`config.mk`:
```
export PLATFORM = sky130hd
export DESIGN_NAME = ram_arb
export DESIGN_NICKNAME = d
export VERILOG_FILES = /design/src/rtl/ram_arb.sv
export SDC_FILE = /design/constraint.sdc
export NUM_CORES = 1
export LEC_CHECK = 0
export CAP_MARGIN = 30
export CORE_MARGIN = 8
export CORE_UTILIZATION = 37
export CTS_CLUSTER_DIAMETER = 100
export DETAILED_ROUTE_END_ITERATION = 12
export GPL_TIMING_DRIVEN = 1
export PLACE_DENSITY_LB_ADDON = 0.15
export RECOVER_POWER = 50
export SLEW_MARGIN = 25
export SYNTH_ARGS = -nofsm -noshare
export SYNTH_HDL_FRONTEND = slang
export SYNTH_SLANG_ARGS = --single-unit
export TNS_END_PERCENT = 100
```
`constraint.sdc`:
```
create_clock -name clk -period 2.4 [get_ports clk]
set_clock_uncertainty 0.2 [all_clocks]
set_input_delay 0.36 -clock clk [delete_from_list [all_inputs] [get_ports clk]]
set_output_delay 0.36 -clock clk [all_outputs]
set_load 0.02 [all_outputs]
```
`src/rtl/ram_arb.sv`:
```
// Two-requester (CPU / DMA) arbiter in front of a single synchronous RAM port.
// Optional DMA burst lock is compiled in with `define RAM_ARB_BURST_EN.
module ram_arb #(
  parameter int ADDR_W    = 18,
  parameter int DATA_W    = 16,
  parameter int MAX_BURST = 8
) (
  input  logic              clk,
  input  logic              reset,
  input  logic              i_CPU_req,
  input  logic              i_CPU_we,
  input  logic [1:0]        i_CPU_be,
  input  logic [ADDR_W-1:0] i_CPU_addr,
  input  logic [DATA_W-1:0] i_CPU_write,
  output logic [DATA_W-1:0] o_CPU_read,
  output logic              o_CPU_ack,
  input  logic              i_DMA_req,
  input  logic              i_DMA_we,
  input  logic [1:0]        i_DMA_be,
  input  logic [ADDR_W-1:0] i_DMA_addr,
  input  logic [DATA_W-1:0] i_DMA_write,
  input  logic              i_DMA_lock,
  output logic [DATA_W-1:0] o_DMA_read,
  output logic              o_DMA_ack,
  output logic [ADDR_W-1:0] o_RAM_addr,
  output logic [DATA_W-1:0] o_RAM_write,
  output logic              o_RAM_we,
  output logic [1:0]        o_RAM_be,
  input  logic [DATA_W-1:0] i_RAM_read
);

  typedef enum logic [1:0] {IDLE, GRANT, DATA} state_t;

  state_t              state_q, state_d;
  logic                win_dma_q, win_dma_d;
  logic                win_we_q, win_we_d;
  logic                last_dma_q, last_dma_d;
  logic [ADDR_W-1:0]   addr_q, addr_d;
  logic [DATA_W-1:0]   wdata_q, wdata_d;
  logic                we_q, we_d;
  logic [1:0]          be_q, be_d;
  logic                grant, sel_dma, lock_win;

`ifdef RAM_ARB_BURST_EN
  localparam int BW = $clog2(MAX_BURST + 1);
  logic [BW-1:0] burst_cnt_q;

  // DMA keeps the port while it holds lock, up to MAX_BURST grants taken from a waiting CPU
  assign lock_win = last_dma_q & i_DMA_lock & i_DMA_req & (burst_cnt_q < BW'(MAX_BURST));

  always_ff @(posedge clk) begin
    if (reset)
      burst_cnt_q <= '0;
    else if (grant) begin
      if (sel_dma && i_DMA_lock) begin
        if (i_CPU_req) burst_cnt_q <= burst_cnt_q + BW'(1);
      end else
        burst_cnt_q <= '0;
    end
  end
`else
  logic unused_lock;
  assign unused_lock = i_DMA_lock;
  assign lock_win    = 1'b0;
`endif

  assign grant   = (state_q == IDLE) & (i_CPU_req | i_DMA_req);
  assign sel_dma = i_DMA_req & (~i_CPU_req | ~last_dma_q | lock_win);

  always_ff @(posedge clk) begin
    if (reset) begin
      state_q    <= IDLE;
      win_dma_q  <= 1'b0;
      win_we_q   <= 1'b0;
      last_dma_q <= 1'b1;
      addr_q     <= '0;
      wdata_q    <= '0;
      we_q       <= 1'b0;
      be_q       <= 2'b00;
    end else begin
      state_q    <= state_d;
      win_dma_q  <= win_dma_d;
      win_we_q   <= win_we_d;
      last_dma_q <= last_dma_d;
      addr_q     <= addr_d;
      wdata_q    <= wdata_d;
      we_q       <= we_d;
      be_q       <= be_d;
    end
  end

  always_comb begin
    state_d    = state_q;
    win_dma_d  = win_dma_q;
    win_we_d   = win_we_q;
    last_dma_d = last_dma_q;
    case (state_q)
      IDLE: if (grant) begin
        state_d    = GRANT;
        win_dma_d  = sel_dma;
        win_we_d   = sel_dma ? i_DMA_we : i_CPU_we;
        last_dma_d = sel_dma;
      end
      GRANT:   state_d = DATA;
      DATA:    state_d = IDLE;
      default: state_d = IDLE;
    endcase
  end

  // RAM command is registered on the grant edge so it is stable for the whole GRANT cycle
  always_comb begin
    addr_d  = addr_q;
    wdata_d = wdata_q;
    we_d    = 1'b0;
    be_d    = 2'b00;
    if (grant) begin
      addr_d  = sel_dma ? i_DMA_addr  : i_CPU_addr;
      wdata_d = sel_dma ? i_DMA_write : i_CPU_write;
      we_d    = sel_dma ? i_DMA_we    : i_CPU_we;
      be_d    = sel_dma ? i_DMA_be    : i_CPU_be;
    end
  end

  assign o_RAM_addr  = addr_q;
  assign o_RAM_write = wdata_q;
  assign o_RAM_we    = we_q;
  assign o_RAM_be    = be_q;

  assign o_CPU_ack  = (state_q == DATA) & ~win_dma_q;
  assign o_DMA_ack  = (state_q == DATA) &  win_dma_q;
  assign o_CPU_read = (o_CPU_ack & ~win_we_q) ? i_RAM_read : '0;
  assign o_DMA_read = (o_DMA_ack & ~win_we_q) ? i_RAM_read : '0;

endmodule

```
Word-level counts from Yosys, hierarchy flattened
Index checks and enable logic that the tools add are counted.
{"block": "totals", "word_cells": 35, "inputBits": 95, "regBits": 42}
{"block": "classes", "n_bitwise": 13, "n_eq_ne": 3, "muxes": 8, "reduce_logical": 3}
{"op": "$mux 16", "count": 3}
{"op": "$mux 18", "count": 1}
{"op": "$and 1x1->1", "count": 6}
{"op": "$not 1->1", "count": 5}
{"op": "$mux 2", "count": 2}
{"op": "$pmux 2 s2", "count": 1}
{"op": "$eq 2x1->1 const B", "count": 1}
{"op": "$eq 2x2->1 const B", "count": 1}
{"op": "$logic_not 2->1", "count": 1}
{"op": "$ne 2x2->1 const B", "count": 1}
{"op": "$or 1x1->1", "count": 2}
{"op": "$reduce_and 2->1", "count": 1}
{"op": "$reduce_or 2->1", "count": 1}
{"op": "$mux 1", "count": 1}

Depth between registers and ports, before layout
{"block": "depth", "depth_word": 4, "depth_mapped": 5, "ltp_nobuf": 3}

Worst setup path before layout
Ideal clock, no wire load.
{"block": "synth_timing", "path_kind": "reg2out", "startpoint": "reg state_q[1]", "endpoint": "out o_CPU_read[10]", "path_stages_with_launch": 5, "path_slack_ns": 0.446, "required_ns": 1.840, "t_arrival_ns": 1.394, "path_cell_list": "dfxtp_1 nor3b_2 and2b_1 clkbuf_1 and2_1"}
{"block": "synth_between", "elab_chain_cells": 4}
{"element": "start: declaration", "line": "34", "source": "state_t state_q, state_d;"}
{"element": "start signal: assignment", "line": "81", "source": "state_q <= state_d;"}
{"element": "$eq 2x2->1", "line": "129", "source": "assign o_CPU_ack = (state_q == DATA) & ~win_dma_q;"}
{"element": "$and 1x1->1", "line": "129"}
{"element": "named net o_CPU_ack", "line": "16", "source": "output logic o_CPU_ack,"}
{"element": "$and 1x1->1", "line": "131", "source": "assign o_CPU_read = (o_CPU_ack & ~win_we_q) ? i_RAM_read : '0;"}
{"element": "$mux 16", "line": "131"}
{"element": "end: declaration", "line": "15", "source": "output logic [DATA_W-1:0] o_CPU_read,"}
The timed path passes the listed nets, and every way through them passes these cells.

Final worst setup path
{"block": "layout_timing", "startpoint": "reg state_q[1]", "endpoint": "out o_CPU_read[12]"}
{"block": "layout_between", "elab_chain_cells": 4}
{"element": "$eq 2x2->1", "line": "129"}
{"element": "$and 1x1->1", "line": "129"}
{"element": "$and 1x1->1", "line": "131"}
{"element": "$mux 16", "line": "131"}
No other way between the ends.

==> results <==
- The final routed DRC violation total is 0.
- Detailed placement ended at an HPWL of 6520 µm.
- The transition time at the pin with the least slew margin is 525 ps.
- The achievable clock frequency is 0.445 GHz.
- The depth of the CTS H-tree is 2.
- The aggregate negative setup slack is 0 ps.
- The hold-fix buffer count after cts is 0.
- The pre-CTS worst setup slack is 57.7 ps.
- The cell type with the highest aggregate area in the netlist is sky130_fd_sc_hd__dfxtp_1.
- The number of nets in the layout is 514.
- The clock tree from TritonCTS is built.
- For this block, the via count after detailed routing is 2465.
- For this design the ratio of total power to cell area is 501 mW/mm².
- For the worst setup path, the data arrival time is 1690 ps.
- For this run, the number of Yosys warnings is 0.
- The post-detailed-routing wire length is 8490 µm.
- The total global-route track usage is 18.3%.
- The largest single stage delay on the critical path is 410 ps.
- Clock-pin slew was measured on the worst setup and hold paths at 80 ps.
- The cell chosen for the clock root is sky130_fd_sc_hd__clkbuf_8.
- Across all hold checks on the routed design, the worst slack comes to 316 ps.
- The fraction of final layout cells with drive strength greater than 1 is 12.0%.
- The number of slew-limit violations in the final report came to 0.
- For this configuration, the core starts out at a cell density of 38.4%.
- The clock reaches the later pin of the worst-skew pair after 290 ps.
- The relative max-transition margin is 65.0%.
- Of all nets on the critical path, the largest fanout is 8.
- Port buffering added 164 buffers.
- In this run the cell area of the synthesized design comes to 0.00228 mm².
- The core region area is 0.00596 mm².
- Pin placement for this block handled 166 I/O pins.
- The number of antenna violations at the first check in global routing was 0.
- After layout, the worst path uses 93.6% of the clock period.
- The die covers 0.00895 mm².
- The reported max-cap violation count is 0.
- The mean cell area of the mapped netlist is 8.72 µm².
- The data required time of the worst path is 1840 ps.
- The hold violation count in the final report is 0.
- The die is 94.6 µm wide.
- The portion of synthesized cell area occupied by the leading cell type is 36.8%.
- The number of nets in the synthesized netlist is 357.
- The longest clock path from root to sink contains 2 buffers.
- In the post-synthesis netlist, the biggest area contributors are sky130_fd_sc_hd__dfxtp_1, sky130_fd_sc_hd__a311oi_2, sky130_fd_sc_hd__nand2_1.
- The critical path in this run is classified as register to output pin.
- The final setup violation count is 0.
- The worst setup path is launched from a register.
- 0 antenna diodes ended up in the layout.
- The worst-case IR drop observed on VDD is 0.258 mV.
- The critical path goes through nor3b_4 -> and2b_2 -> and2_1 -> dlygate4sd2_1.
- The overall die height is 94.6 µm.
- The first TritonRoute pass finished after 4 iterations.
- The residual antenna-violating net count after detailed routing is 0.
- For this design the static power due to leakage is 1.75 nW.
- Entering global routing, the biggest net connects 43 pins.
- The weighted congestion at the end of routability-driven global placement is 0.797.
- In the final routed layout, each cell accounts on average for 17.2 µm.
- The highest-delay cell along the critical path is sky130_fd_sc_hd__dfxtp_1.
- The first global-routing pass estimated 13000 µm of wire.
- The CTS buffer count is 5.
- From synthesis to final layout, the design area changed by 75.1%.
- The number of placement rows is 28.
- The filler cell count is 557.
- The cell count after synthesis came out at 262.
- Setup repair after global routing left no endpoint under its margin.
- The minimum setup slack in the final design is 153 ps.
- The violation count after the first detailed-route iteration is 102.
- The number of sinks handled by clock tree synthesis is 42.
- The sequential fraction of the synthesis area is 36.8%.
- The count of unique library cells instantiated by Yosys is 25.
- The worst path needs 2250 ps of the cycle, external delays included.
- The via count normalized by instance count is 5.00.
- The tightest min-delay check is of the input pin to register type.
- Global routing finished with a remaining overflow of 0.
- The run finished with clean final reports.
- The via count of the first global-routing pass is 2546.
- The total of flip-flops plus latches after synthesis is 42.
- The type of element capturing the critical path is an output pin.
-- cells in the mapped netlist --
master                     number
sky130_fd_sc_hd__a21boi_2       1
sky130_fd_sc_hd__a21bo_2        1
sky130_fd_sc_hd__and3b_1        1
sky130_fd_sc_hd__and2b_1        2
sky130_fd_sc_hd__buf_6          4
sky130_fd_sc_hd__nor3b_2        1
sky130_fd_sc_hd__nand2_1       71
sky130_fd_sc_hd__a221o_1        1
sky130_fd_sc_hd__and2_1        33
sky130_fd_sc_hd__buf_1          1
sky130_fd_sc_hd__a21bo_1        1
sky130_fd_sc_hd__dfxtp_1       42
sky130_fd_sc_hd__a311oi_1       5
sky130_fd_sc_hd__nor2_1         2
sky130_fd_sc_hd__a21oi_1       36
sky130_fd_sc_hd__nor2b_1        1
sky130_fd_sc_hd__buf_2         11
sky130_fd_sc_hd__clkbuf_1       8
sky130_fd_sc_hd__buf_4          2
sky130_fd_sc_hd__or2_1          1
sky130_fd_sc_hd__nor3b_1        1
sky130_fd_sc_hd__a211oi_2       1
sky130_fd_sc_hd__a311oi_2      29
sky130_fd_sc_hd__nor3_1         3
sky130_fd_sc_hd__mux2i_1        3
-- critical path: cells and delay by family, from the launching register on --
family,cells,cell delay (ps)
buffers and inverters,1,340
flip-flops,1,410
AND/OR/NAND/NOR,3,650
-- kinds of logic after synthesis --
| family | after synthesis | synth area share (%) |
|---|---|---|
| compound gates | 75 | 31.2 |
| simple gates | 116 | 24.2 |
| flops | 42 | 36.8 |
| mux | 3 | 1.31 |
| buf+inv | 26 | 6.52 |
-- layout by cell type, fill, tap and decap left out --
master                            synthesis  final
sky130_fd_sc_hd__buf_12                   0      2
sky130_fd_sc_hd__a21bo_1                  1      1
sky130_fd_sc_hd__a21boi_2                 1      1
sky130_fd_sc_hd__a311oi_2                29     23
sky130_fd_sc_hd__dfxtp_1                 42     42
sky130_fd_sc_hd__buf_2                   11      1
sky130_fd_sc_hd__nor3b_4                  0      1
sky130_fd_sc_hd__or2_0                    0      1
sky130_fd_sc_hd__buf_4                    2      7
sky130_fd_sc_hd__nor2b_1                  1      1
sky130_fd_sc_hd__and2_2                   0      1
sky130_fd_sc_hd__clkbuf_2                 0      2
sky130_fd_sc_hd__mux2i_1                  3      3
sky130_fd_sc_hd__a311oi_1                 5     11
sky130_fd_sc_hd__clkdlybuf4s50_1          0     93
sky130_fd_sc_hd__a221o_1                  1      1
sky130_fd_sc_hd__nor2_4                   0      1
sky130_fd_sc_hd__nand2_1                 71     71
sky130_fd_sc_hd__nor2_1                   2      1
sky130_fd_sc_hd__and2_1                  33     32
sky130_fd_sc_hd__and2b_4                  0      1
sky130_fd_sc_hd__nor3b_1                  1      1
sky130_fd_sc_hd__dlygate4sd2_1            0     32
sky130_fd_sc_hd__a21oi_1                 36     36
sky130_fd_sc_hd__and2b_2                  0      2
sky130_fd_sc_hd__and3b_1                  1      1
sky130_fd_sc_hd__a211oi_2                 1      1
sky130_fd_sc_hd__a21bo_2                  1      1
sky130_fd_sc_hd__clkbuf_8                 0      6
sky130_fd_sc_hd__nor3_1                   3      3
sky130_fd_sc_hd__dlygate4sd3_1            0     38
-- layout make-up --
class	instances	area, µm²	area share, %
Multi-Input combinational cell	195	1280	32.1
Sequential cell	42	841	21.0
Timing Repair Buffer	175	1700	42.5
Tap cell	75	93.8	2.35
Clock buffer	6	82.6	2.06
-- metal layers --
metal / global-route usage [%] / wire length, µm / vias up
met3: 6.59 / 829 / 10
met4: 5.20 / 136 / 0
li1: - / - / 1232
met2: 32.7 / 4270 / 113
met1: 19.8 / 3250 / 1110
met5: 0 / 0 / -
-- sequential cells by signal, indices dropped and copies added (netlist names) --
name / cells
o_RAM_addr: 18
o_RAM_write: 16
o_RAM_be: 2
state_q: 2
last_dma_q: 1
o_RAM_we: 1
win_dma_q: 1
win_we_q: 1
-- path summary, 6_finish.rpt --
| kind | from | endpoint | slack [ps] | depth (start not counted) |
|---|---|---|---|---|
| worst max-delay path | state_q[1] | o_CPU_read[12] | 150 | 4 |
| worst min-delay path | reset | win_we_q | 320 | 3 |
| worst max register to register | state_q[1] | o_RAM_addr[16] | 670 | 4 |
| worst min register to register | o_RAM_write[7] | o_RAM_write[7] | 320 | 2 |
-- per-stage QoR --
step           std cells  utilization (%)  instance area, µm²  total power [W]
6_report             493             67.2                4000          0.00200
5_1_grt              493             67.2                4000          0.00211
4_1_cts              493             67.9                4040          0.00207
3_5_place_dp         486             66.9                3980          0.00162
3_3_place_gp         486             66.9                3980          0.00160
2_1_floorplan        262                -                2280          0.00124
-- power by group --
group | internal, W | leakage [nW] | switching [W] | total (W)
Sequential | 0.000775 | 0.349 | 0.0000391 | 0.000814
Combinational | 0.000367 | 1.36 | 0.000368 | 0.000735
Clock | 0.000222 | 0.0431 | 0.000233 | 0.000455
Total | 0.00136 | 1.75 | 0.000639 | 0.00200
-- repair_timing --
action | in CTS | in global routing
endpoints found under the setup margin | 32 | 0
buffers inserted | 0 | 0
resized for setup | 37 | 0
(Power assumes the default switching activity.)
